`src/rtl/core_inst_decoder_if.sv`:
```
// Core instruction bus bundle between the instruction source and the decoder.
// Single-cycle registered decode downstream, so the bus carries no handshake.
// No backpressure: a new instruction word may be presented every cycle.
//
// Ports (master = instruction source, slave = decoder):
//   inst[34:0]      packed instruction word (field map in core_inst_decoder.sv)
//   ofifo_valid     OFIFO holds a readable psum vector
//   err_clr         clears sticky error bits
//   xmem_*/pmem_*   SRAM chip enable, write enable (active-low) and address
//   l0_wr..bypass   decoded strobes
//   phase, drain_cnt, kij_cnt, pass_done, err   pass tracking and status
interface core_inst_decoder_if #(
  parameter int ADDR_W = 11
);
  logic [34:0]       inst;
  logic              ofifo_valid;
  logic              err_clr;

  logic              xmem_cen;
  logic              xmem_wen;
  logic [ADDR_W-1:0] xmem_addr;
  logic              pmem_cen;
  logic              pmem_wen;
  logic [ADDR_W-1:0] pmem_addr;

  logic              l0_wr;
  logic              l0_rd;
  logic              ififo_wr;
  logic              ififo_rd;
  logic              ofifo_rd;
  logic              execute;
  logic              load;
  logic              acc;
  logic              bypass;

  logic [2:0]        phase;
  logic [5:0]        drain_cnt;
  logic [3:0]        kij_cnt;
  logic              pass_done;
  logic [3:0]        err;

  modport master (
    output inst, ofifo_valid, err_clr,
    input  xmem_cen, xmem_wen, xmem_addr, pmem_cen, pmem_wen, pmem_addr,
    input  l0_wr, l0_rd, ififo_wr, ififo_rd, ofifo_rd, execute, load, acc, bypass,
    input  phase, drain_cnt, kij_cnt, pass_done, err
  );

  modport slave (
    input  inst, ofifo_valid, err_clr,
    output xmem_cen, xmem_wen, xmem_addr, pmem_cen, pmem_wen, pmem_addr,
    output l0_wr, l0_rd, ififo_wr, ififo_rd, ofifo_rd, execute, load, acc, bypass,
    output phase, drain_cnt, kij_cnt, pass_done, err
  );
endinterface

```
`src/rtl/core_inst_decoder.sv`:
```
// Decodes the 35-bit core instruction into SRAM controls and corelet strobes, tracks pass phase.
// Latency: 1 cycle, every output is registered (inst sampled at edge N shows after edge N).
// No backpressure: accepts one instruction per cycle; illegal combinations are squashed and flagged.
//
// Ports:
//   clk    rising-edge clock
//   reset  asynchronous reset, active-low (0 = reset)
//   bus    core_inst_decoder_if.slave
//            in : inst, ofifo_valid, err_clr
//            out: xmem_cen/wen/addr, pmem_cen/wen/addr, l0_wr, l0_rd, ififo_wr, ififo_rd,
//                 ofifo_rd, execute, load, acc, bypass, phase, drain_cnt, kij_cnt, pass_done, err
//
// inst field map:
//   [34]bypass [33]acc [32]CEN_p [31]WEN_p [30:20]A_p [19]CEN_x [18]WEN_x [17:7]A_x
//   [6]ofifo_rd [5]ififo_wr [4]ififo_rd [3]l0_rd [2]l0_wr [1]execute [0]load
// err bits (sticky): [0]CONFLICT [1]UNDERRUN [2]SHORT_DRAIN [3]PORT_CLASH
module core_inst_decoder #(
  parameter int ADDR_W  = 11,
  parameter int LEN_NIJ = 36,
  parameter int LEN_KIJ = 9
) (
  input  logic                clk,
  input  logic                reset,
  core_inst_decoder_if.slave  bus
);

  typedef enum logic [2:0] {
    PH_IDLE  = 3'd0,
    PH_XWR   = 3'd1,
    PH_LFILL = 3'd2,
    PH_KLOAD = 3'd3,
    PH_EXEC  = 3'd4,
    PH_DRAIN = 3'd5,
    PH_ACC   = 3'd6
  } phase_e;

  localparam logic [5:0] NIJ_CNT   = 6'(LEN_NIJ);
  localparam logic [3:0] KIJ_LAST  = 4'(LEN_KIJ - 1);
  localparam logic [5:0] DRAIN_MAX = 6'd63;

  // ---------------------------------------------------------------------------
  // Instruction field extraction
  // ---------------------------------------------------------------------------
  logic              in_bypass;
  logic              in_acc;
  logic              in_cen_p;
  logic              in_wen_p;
  logic [ADDR_W-1:0] in_a_p;
  logic              in_cen_x;
  logic              in_wen_x;
  logic [ADDR_W-1:0] in_a_x;
  logic              in_ofifo_rd;
  logic              in_ififo_wr;
  logic              in_ififo_rd;
  logic              in_l0_rd;
  logic              in_l0_wr;
  logic              in_execute;
  logic              in_load;

  assign in_bypass   = bus.inst[34];
  assign in_acc      = bus.inst[33];
  assign in_cen_p    = bus.inst[32];
  assign in_wen_p    = bus.inst[31];
  assign in_a_p      = bus.inst[30:20];
  assign in_cen_x    = bus.inst[19];
  assign in_wen_x    = bus.inst[18];
  assign in_a_x      = bus.inst[17:7];
  assign in_ofifo_rd = bus.inst[6];
  assign in_ififo_wr = bus.inst[5];
  assign in_ififo_rd = bus.inst[4];
  assign in_l0_rd    = bus.inst[3];
  assign in_l0_wr    = bus.inst[2];
  assign in_execute  = bus.inst[1];
  assign in_load     = bus.inst[0];

  // ---------------------------------------------------------------------------
  // State / output registers
  // ---------------------------------------------------------------------------
  logic              xmem_cen_q,  xmem_cen_d;
  logic              xmem_wen_q,  xmem_wen_d;
  logic [ADDR_W-1:0] xmem_addr_q, xmem_addr_d;
  logic              pmem_cen_q,  pmem_cen_d;
  logic              pmem_wen_q,  pmem_wen_d;
  logic [ADDR_W-1:0] pmem_addr_q, pmem_addr_d;
  logic              l0_wr_q,     l0_wr_d;
  logic              l0_rd_q,     l0_rd_d;
  logic              ififo_wr_q,  ififo_wr_d;
  logic              ififo_rd_q,  ififo_rd_d;
  logic              ofifo_rd_q,  ofifo_rd_d;
  logic              execute_q,   execute_d;
  logic              load_q,      load_d;
  logic              acc_q,       acc_d;
  logic              bypass_q,    bypass_d;
  phase_e            phase_q,     phase_d;
  logic [5:0]        drain_q,     drain_d;
  logic [3:0]        kij_q,       kij_d;
  logic              pass_q,      pass_d;
  logic [3:0]        err_q,       err_d;

  // Decode intermediates
  logic x_wr;
  logic p_wr;
  logic conflict;
  logic underrun;
  logic clash_x;
  logic clash_p;
  logic stale_p;
  logic burst_end;
  logic short_drain;

  // ---------------------------------------------------------------------------
  // Next-state and decode
  // ---------------------------------------------------------------------------
  always_comb begin
    x_wr        = ~in_cen_x & ~in_wen_x;
    p_wr        = ~in_cen_p & ~in_wen_p;
    conflict    = in_load & in_execute;
    underrun    = in_ofifo_rd & ~bus.ofifo_valid;
    clash_x     = x_wr & in_l0_wr;
    clash_p     = p_wr & in_acc & ~in_bypass;
    // A bypass write with no OFIFO data behind it would store a stale psum:
    // drop the whole pmem access, not just the write enable.
    stale_p     = underrun & in_bypass & p_wr;

    // SRAM controls: pass through, clashes keep the chip enabled but block the write.
    xmem_cen_d  = in_cen_x;
    xmem_wen_d  = in_wen_x | clash_x;
    xmem_addr_d = in_a_x;
    pmem_cen_d  = in_cen_p | stale_p;
    pmem_wen_d  = in_wen_p | stale_p | clash_p;
    pmem_addr_d = in_a_p;

    l0_wr_d     = in_l0_wr;
    l0_rd_d     = in_l0_rd;
    ififo_wr_d  = in_ififo_wr;
    ififo_rd_d  = in_ififo_rd;
    ofifo_rd_d  = in_ofifo_rd & bus.ofifo_valid;
    execute_d   = in_execute & ~conflict;
    load_d      = in_load & ~conflict;
    acc_d       = in_acc;
    bypass_d    = in_bypass;

    // Phase follows the raw request fields, so a drain with a momentary
    // underrun still counts as DRAIN and does not end the burst early.
    phase_d = PH_IDLE;
    if (in_acc)              phase_d = PH_ACC;
    else if (in_ofifo_rd)    phase_d = PH_DRAIN;
    else if (in_execute)     phase_d = PH_EXEC;
    else if (in_load)        phase_d = PH_KLOAD;
    else if (in_l0_wr)       phase_d = PH_LFILL;
    else if (x_wr)           phase_d = PH_XWR;

    // Burst bookkeeping: evaluated on the edge where phase leaves DRAIN.
    burst_end   = (phase_q == PH_DRAIN) && (phase_d != PH_DRAIN);
    short_drain = 1'b0;
    drain_d     = drain_q;
    kij_d       = kij_q;
    pass_d      = 1'b0;

    if (burst_end) begin
      drain_d = 6'd0;
      if (drain_q == NIJ_CNT) begin
        if (kij_q == KIJ_LAST) begin
          kij_d  = 4'd0;
          pass_d = 1'b1;
        end else begin
          kij_d = kij_q + 4'd1;
        end
      end else begin
        short_drain = 1'b1;
      end
    end else if (ofifo_rd_d && (drain_q != DRAIN_MAX)) begin
      drain_d = drain_q + 6'd1;
    end

    // Sticky errors; a new event in the clearing cycle survives the clear.
    err_d = (bus.err_clr ? 4'd0 : err_q)
          | {(clash_x | clash_p), short_drain, underrun, conflict};
  end

  // ---------------------------------------------------------------------------
  // Registers
  // ---------------------------------------------------------------------------
  always_ff @(posedge clk or negedge reset) begin
    if (!reset) begin
      xmem_cen_q  <= 1'b1;
      xmem_wen_q  <= 1'b1;
      xmem_addr_q <= '0;
      pmem_cen_q  <= 1'b1;
      pmem_wen_q  <= 1'b1;
      pmem_addr_q <= '0;
      l0_wr_q     <= 1'b0;
      l0_rd_q     <= 1'b0;
      ififo_wr_q  <= 1'b0;
      ififo_rd_q  <= 1'b0;
      ofifo_rd_q  <= 1'b0;
      execute_q   <= 1'b0;
      load_q      <= 1'b0;
      acc_q       <= 1'b0;
      bypass_q    <= 1'b0;
      phase_q     <= PH_IDLE;
      drain_q     <= 6'd0;
      kij_q       <= 4'd0;
      pass_q      <= 1'b0;
      err_q       <= 4'd0;
    end else begin
      xmem_cen_q  <= xmem_cen_d;
      xmem_wen_q  <= xmem_wen_d;
      xmem_addr_q <= xmem_addr_d;
      pmem_cen_q  <= pmem_cen_d;
      pmem_wen_q  <= pmem_wen_d;
      pmem_addr_q <= pmem_addr_d;
      l0_wr_q     <= l0_wr_d;
      l0_rd_q     <= l0_rd_d;
      ififo_wr_q  <= ififo_wr_d;
      ififo_rd_q  <= ififo_rd_d;
      ofifo_rd_q  <= ofifo_rd_d;
      execute_q   <= execute_d;
      load_q      <= load_d;
      acc_q       <= acc_d;
      bypass_q    <= bypass_d;
      phase_q     <= phase_d;
      drain_q     <= drain_d;
      kij_q       <= kij_d;
      pass_q      <= pass_d;
      err_q       <= err_d;
    end
  end

  // ---------------------------------------------------------------------------
  // Outputs
  // ---------------------------------------------------------------------------
  assign bus.xmem_cen  = xmem_cen_q;
  assign bus.xmem_wen  = xmem_wen_q;
  assign bus.xmem_addr = xmem_addr_q;
  assign bus.pmem_cen  = pmem_cen_q;
  assign bus.pmem_wen  = pmem_wen_q;
  assign bus.pmem_addr = pmem_addr_q;
  assign bus.l0_wr     = l0_wr_q;
  assign bus.l0_rd     = l0_rd_q;
  assign bus.ififo_wr  = ififo_wr_q;
  assign bus.ififo_rd  = ififo_rd_q;
  assign bus.ofifo_rd  = ofifo_rd_q;
  assign bus.execute   = execute_q;
  assign bus.load      = load_q;
  assign bus.acc       = acc_q;
  assign bus.bypass    = bypass_q;
  assign bus.phase     = phase_q;
  assign bus.drain_cnt = drain_q;
  assign bus.kij_cnt   = kij_q;
  assign bus.pass_done = pass_q;
  assign bus.err       = err_q;

endmodule

```
`src/flat_wrapper.sv`:
```
// flat-port wrapper written by rule: the top's interface ports become plain ports
module core_inst_decoder_flat 
#(
  parameter int ADDR_W  = 11,
  parameter int LEN_NIJ = 36,
  parameter int LEN_KIJ = 9
)
  (clk, reset, bus_inst, bus_ofifo_valid, bus_err_clr, bus_xmem_cen, bus_xmem_wen, bus_xmem_addr, bus_pmem_cen, bus_pmem_wen, bus_pmem_addr, bus_l0_wr, bus_l0_rd, bus_ififo_wr, bus_ififo_rd, bus_ofifo_rd, bus_execute, bus_load, bus_acc, bus_bypass, bus_phase, bus_drain_cnt, bus_kij_cnt, bus_pass_done, bus_err);
  core_inst_decoder_if #(.ADDR_W(ADDR_W)) bus_i ();
  input  logic clk;
  input  logic reset;
  input wire logic [$bits(bus_i.inst)-1:0] bus_inst;
  input wire logic [$bits(bus_i.ofifo_valid)-1:0] bus_ofifo_valid;
  input wire logic [$bits(bus_i.err_clr)-1:0] bus_err_clr;
  output wire logic [$bits(bus_i.xmem_cen)-1:0] bus_xmem_cen;
  output wire logic [$bits(bus_i.xmem_wen)-1:0] bus_xmem_wen;
  output wire logic [$bits(bus_i.xmem_addr)-1:0] bus_xmem_addr;
  output wire logic [$bits(bus_i.pmem_cen)-1:0] bus_pmem_cen;
  output wire logic [$bits(bus_i.pmem_wen)-1:0] bus_pmem_wen;
  output wire logic [$bits(bus_i.pmem_addr)-1:0] bus_pmem_addr;
  output wire logic [$bits(bus_i.l0_wr)-1:0] bus_l0_wr;
  output wire logic [$bits(bus_i.l0_rd)-1:0] bus_l0_rd;
  output wire logic [$bits(bus_i.ififo_wr)-1:0] bus_ififo_wr;
  output wire logic [$bits(bus_i.ififo_rd)-1:0] bus_ififo_rd;
  output wire logic [$bits(bus_i.ofifo_rd)-1:0] bus_ofifo_rd;
  output wire logic [$bits(bus_i.execute)-1:0] bus_execute;
  output wire logic [$bits(bus_i.load)-1:0] bus_load;
  output wire logic [$bits(bus_i.acc)-1:0] bus_acc;
  output wire logic [$bits(bus_i.bypass)-1:0] bus_bypass;
  output wire logic [$bits(bus_i.phase)-1:0] bus_phase;
  output wire logic [$bits(bus_i.drain_cnt)-1:0] bus_drain_cnt;
  output wire logic [$bits(bus_i.kij_cnt)-1:0] bus_kij_cnt;
  output wire logic [$bits(bus_i.pass_done)-1:0] bus_pass_done;
  output wire logic [$bits(bus_i.err)-1:0] bus_err;
  assign bus_i.inst = bus_inst;
  assign bus_i.ofifo_valid = bus_ofifo_valid;
  assign bus_i.err_clr = bus_err_clr;
  assign bus_xmem_cen = bus_i.xmem_cen;
  assign bus_xmem_wen = bus_i.xmem_wen;
  assign bus_xmem_addr = bus_i.xmem_addr;
  assign bus_pmem_cen = bus_i.pmem_cen;
  assign bus_pmem_wen = bus_i.pmem_wen;
  assign bus_pmem_addr = bus_i.pmem_addr;
  assign bus_l0_wr = bus_i.l0_wr;
  assign bus_l0_rd = bus_i.l0_rd;
  assign bus_ififo_wr = bus_i.ififo_wr;
  assign bus_ififo_rd = bus_i.ififo_rd;
  assign bus_ofifo_rd = bus_i.ofifo_rd;
  assign bus_execute = bus_i.execute;
  assign bus_load = bus_i.load;
  assign bus_acc = bus_i.acc;
  assign bus_bypass = bus_i.bypass;
  assign bus_phase = bus_i.phase;
  assign bus_drain_cnt = bus_i.drain_cnt;
  assign bus_kij_cnt = bus_i.kij_cnt;
  assign bus_pass_done = bus_i.pass_done;
  assign bus_err = bus_i.err;
  core_inst_decoder #(.ADDR_W(ADDR_W), .LEN_NIJ(LEN_NIJ), .LEN_KIJ(LEN_KIJ)) u_core (.clk(clk), .reset(reset), .bus(bus_i));
endmodule
```
`config.mk`:
```
export PLATFORM = sky130hd
export DESIGN_NAME = core_inst_decoder_flat
export DESIGN_NICKNAME = d
export VERILOG_FILES = /design/src/rtl/core_inst_decoder_if.sv /design/src/rtl/core_inst_decoder.sv /design/src/flat_wrapper.sv
export SDC_FILE = /design/constraint.sdc
export NUM_CORES = 1
export LEC_CHECK = 0
export BUFFER_PORTS_ARGS = -buffer_cell sky130_fd_sc_hd__buf_4
export CAP_MARGIN = 15
export CELL_PAD_IN_SITES_DETAIL_PLACEMENT = 0
export CELL_PAD_IN_SITES_GLOBAL_PLACEMENT = 1
export CORE_MARGIN = 2
export CORE_UTILIZATION = 34
export CTS_CLUSTER_DIAMETER = 50
export DETAILED_ROUTE_END_ITERATION = 16
export PLACE_DENSITY = 0.83
export SLEW_MARGIN = 10
export SYNTH_ARGS = -nofsm -noshare
export SYNTH_HDL_FRONTEND = slang
export SYNTH_SLANG_ARGS = --single-unit
export TNS_END_PERCENT = 100
```
`constraint.sdc`:
```
create_clock -name clk -period 3 [get_ports clk]
set_clock_uncertainty 0.05 [all_clocks]
set_input_delay 0.75 -clock clk [delete_from_list [all_inputs] [get_ports clk]]
set_output_delay 0.75 -clock clk [all_outputs]
set_load 0.05 [all_outputs]
```
==> metrics <==
status completed; Placer Congestion roughly 0.8; register area 0.001331 sq mm; Worst Setup EP u_core.bus.kij_cnt[3]; CP endpoint kind flop; Synth Net Count 178; share of cells above drive strength 1 46.35%; initial antenna violation count 0; Worst R2R Setup Slack 0.72 ns; DRC violations left 0; worst-margin pin slew 0.6581 ns; grt total ovfl 0; CTS root buf clkbuf_8; post-CTS resize count 0; asr flop ratio synth 100.0%; Worst Hold Class primary input to asynchronous set/reset pin; Ys Warns 0; crit path max fanout 8; Main synth FF type dfrtp_1; final setup fails 0; final slew viol count 0; die width roughly 78 um; commonest non-fill, non-tap cell in the layout buf_4; Clock transition at path regs ~0.090 ns; Multi-input gate area 464.2 sq um; TNS Setup 0 ns; sequential element share of the synthesized area 72.43%; TritonCTS Buffers 5; Worst Path Required 3.19 ns; Die ar. around 0.006 sq mm; Setup Buffers After CTS 0; initial DRC count between 60 and 70; Netlist cell types 36; GRT Util Overall between 10 and 15%; Power Density 648.3 mW/mm^2; first-pass GRT wire length approximately 6600 um; diodes inserted 0; fmax 0.4386 GHz; Leakage 1.360 nW; P&R area growth vs syn 47.92%; cts hold-fix bufs 0; # rows 26; Seq cells post-synth 53; CTS Sinks 53; Final Cycle Share around 76%; Arr. time, crit path around 2.5 ns; largest net degree at the start of global routing 54; drt total wl slightly above 4000 um; RSZ-0062 raised after global routing no; wire per inst 13.46 um; Layout fillers between 400 and 500; fin area 0.002719 sq mm; R2R depth 4; crit path from u_core.bus.drain_cnt[3]; Starting Density 35.53%; Cell Area, Synth 0.001838 sq mm; CORE AREA 0.005172 sq mm; Rel. slew slack 56.12%; CTS tree built; most frequent cells in the layout buf_4, dfrtp_1, nor2_1; DR vias/cell 4.452; # nets final between 200 and 300; Placed Area 0.002604 sq mm; FF-to-FF End u_core.bus.kij_cnt[3]; Pre-antenna DRT Iters 4; DP HPWL 3181 um; latest clock arrival within the worst-skew pair ~0.30 ns; synthesized instance count 135; die height around 78 um; Port Buffers 91; Critical Path Start Type flop; H-tree depth 2; # Max-Cap Violations 0; Setup Crit Path Kind flop to flop; final hold vios 0; worst flop-to-flop path startpoint u_core.bus.drain_cnt[3]; number of top-level pins between 90 and 100; Peak VDD IR 0.3571 mV; ANT nets after route 0; via count 1,349; clk buf depth 2; vias in the first global route 1,283; syn avg cell area 13.61 sq um; Final min period ~2.3 ns; EDFF count, synth 0
synthesized netlist by cell type (all sizes together), types with 2 or more instances:
cell	instances	area share [%]
a21o	2	0.89
a21oi	2	0.54
and3	2	0.75
dfrtp	49	67
dfstp	4	5.7
ha	4	2.7
inv	10	2.0
mux2i	4	2.2
nand2	6	1.2
nand2b	3	1.0
nand3	4	1.1
nand4	3	1.0
nor2	12	2.5
nor2b	2	0.68
nor3	4	1.1
o21ai	5	1.4
or4b	2	1.1
per-stage QoR:
step / hold slack [ns] / cells / total power [mW] / worst slack (ns) / util (%)
2_1_floorplan: 0.4044 / 135 / 1.120 / 0.5775 / -
3_3_place_gp: 0.4296 / 295 / 1.303 / 0.5826 / 50.34
3_5_place_dp: 0.4253 / 295 / 1.306 / 0.5462 / 50.34
4_1_cts: 0.4390 / 303 / 1.790 / 0.7273 / 52.56
5_1_grt: 0.4643 / 303 / 1.856 / 0.6175 / 52.56
6_report: 0.4237 / 303 / 1.763 / 0.7198 / 52.56
registers in the layout, indices dropped and copies added, names as in the netlist, 3 cells and up:
register,count
u_core.bus.kij_cnt,4
u_core.bus.pmem_addr,11
u_core.bus.drain_cnt,6
u_core.bus.err,4
u_core.bus.xmem_addr,11
u_core.bus.phase,3
worst min-delay path by stage:
stage               slack, ns  depth (start not counted)               from                 endpoint
detailed placement       0.43                          1  u_core.bus.err[1]        u_core.bus.err[1]
global placement         0.43                          1  u_core.bus.err[1]        u_core.bus.err[1]
global route             0.46                          1  u_core.bus.err[1]        u_core.bus.err[1]
finish                   0.42                          1              reset  u_core.bus.pmem_addr[4]
floorplan                0.40                          0              reset           u_core.bus.acc
CTS                      0.44                          1              reset  u_core.bus.pmem_addr[4]
cell families (layout without fill, tap and decap cells):
logic type                 after synthesis  count (layout)  share of synthesized area [%]
DFF                                     53              53                          72.43
and+or+nand+nor                         45              45                          13.41
AOI/OAI and AO/OA                       16              16                          5.855
buffers and inverters                   11             109                          2.314
muxes                                    5               5                          2.791
adders and majority gates                4               4                          2.723
xor gates and xnor gates                 1               1                         0.4766
where the power goes:
| part | leakage [nW] | total, mW | internal [mW] | switching [mW] |
|---|---|---|---|---|
| clock | 0.0543 | 0.476 | 0.250 | 0.226 |
| sequential | 0.631 | 0.825 | 0.773 | 0.0521 |
| combinational | 0.675 | 0.462 | 0.152 | 0.310 |
| total | 1.36 | 1.76 | 1.18 | 0.588 |
metal layers:
| layer | routed length [um] | track usage (%) |
|---|---|---|
| met3 | 288 | 4.070 |
| met5 | 0 | 0 |
| met4 | 59 | 4.821 |
| met2 | 1825 | 21.57 |
| met1 | 1905 | 19.76 |
worst max-delay path, stage by stage, from the launching register on:
cell     delay (ns)
dfrtp_1        0.47
or3b_1         0.42
or4_1          0.65
or4b_1         0.54
nand3_1        0.09
layout make-up:
type	instances	area share (%)
Tap cell	70	3.221
Sequential cell	53	48.96
Clock buffer	5	2.531
Multi-Input combinational cell	71	17.07
Clock inverter	3	1.703
Inverter	10	1.381
Timing Repair Buffer	91	25.13
Power figures use the tool's default switching activity.
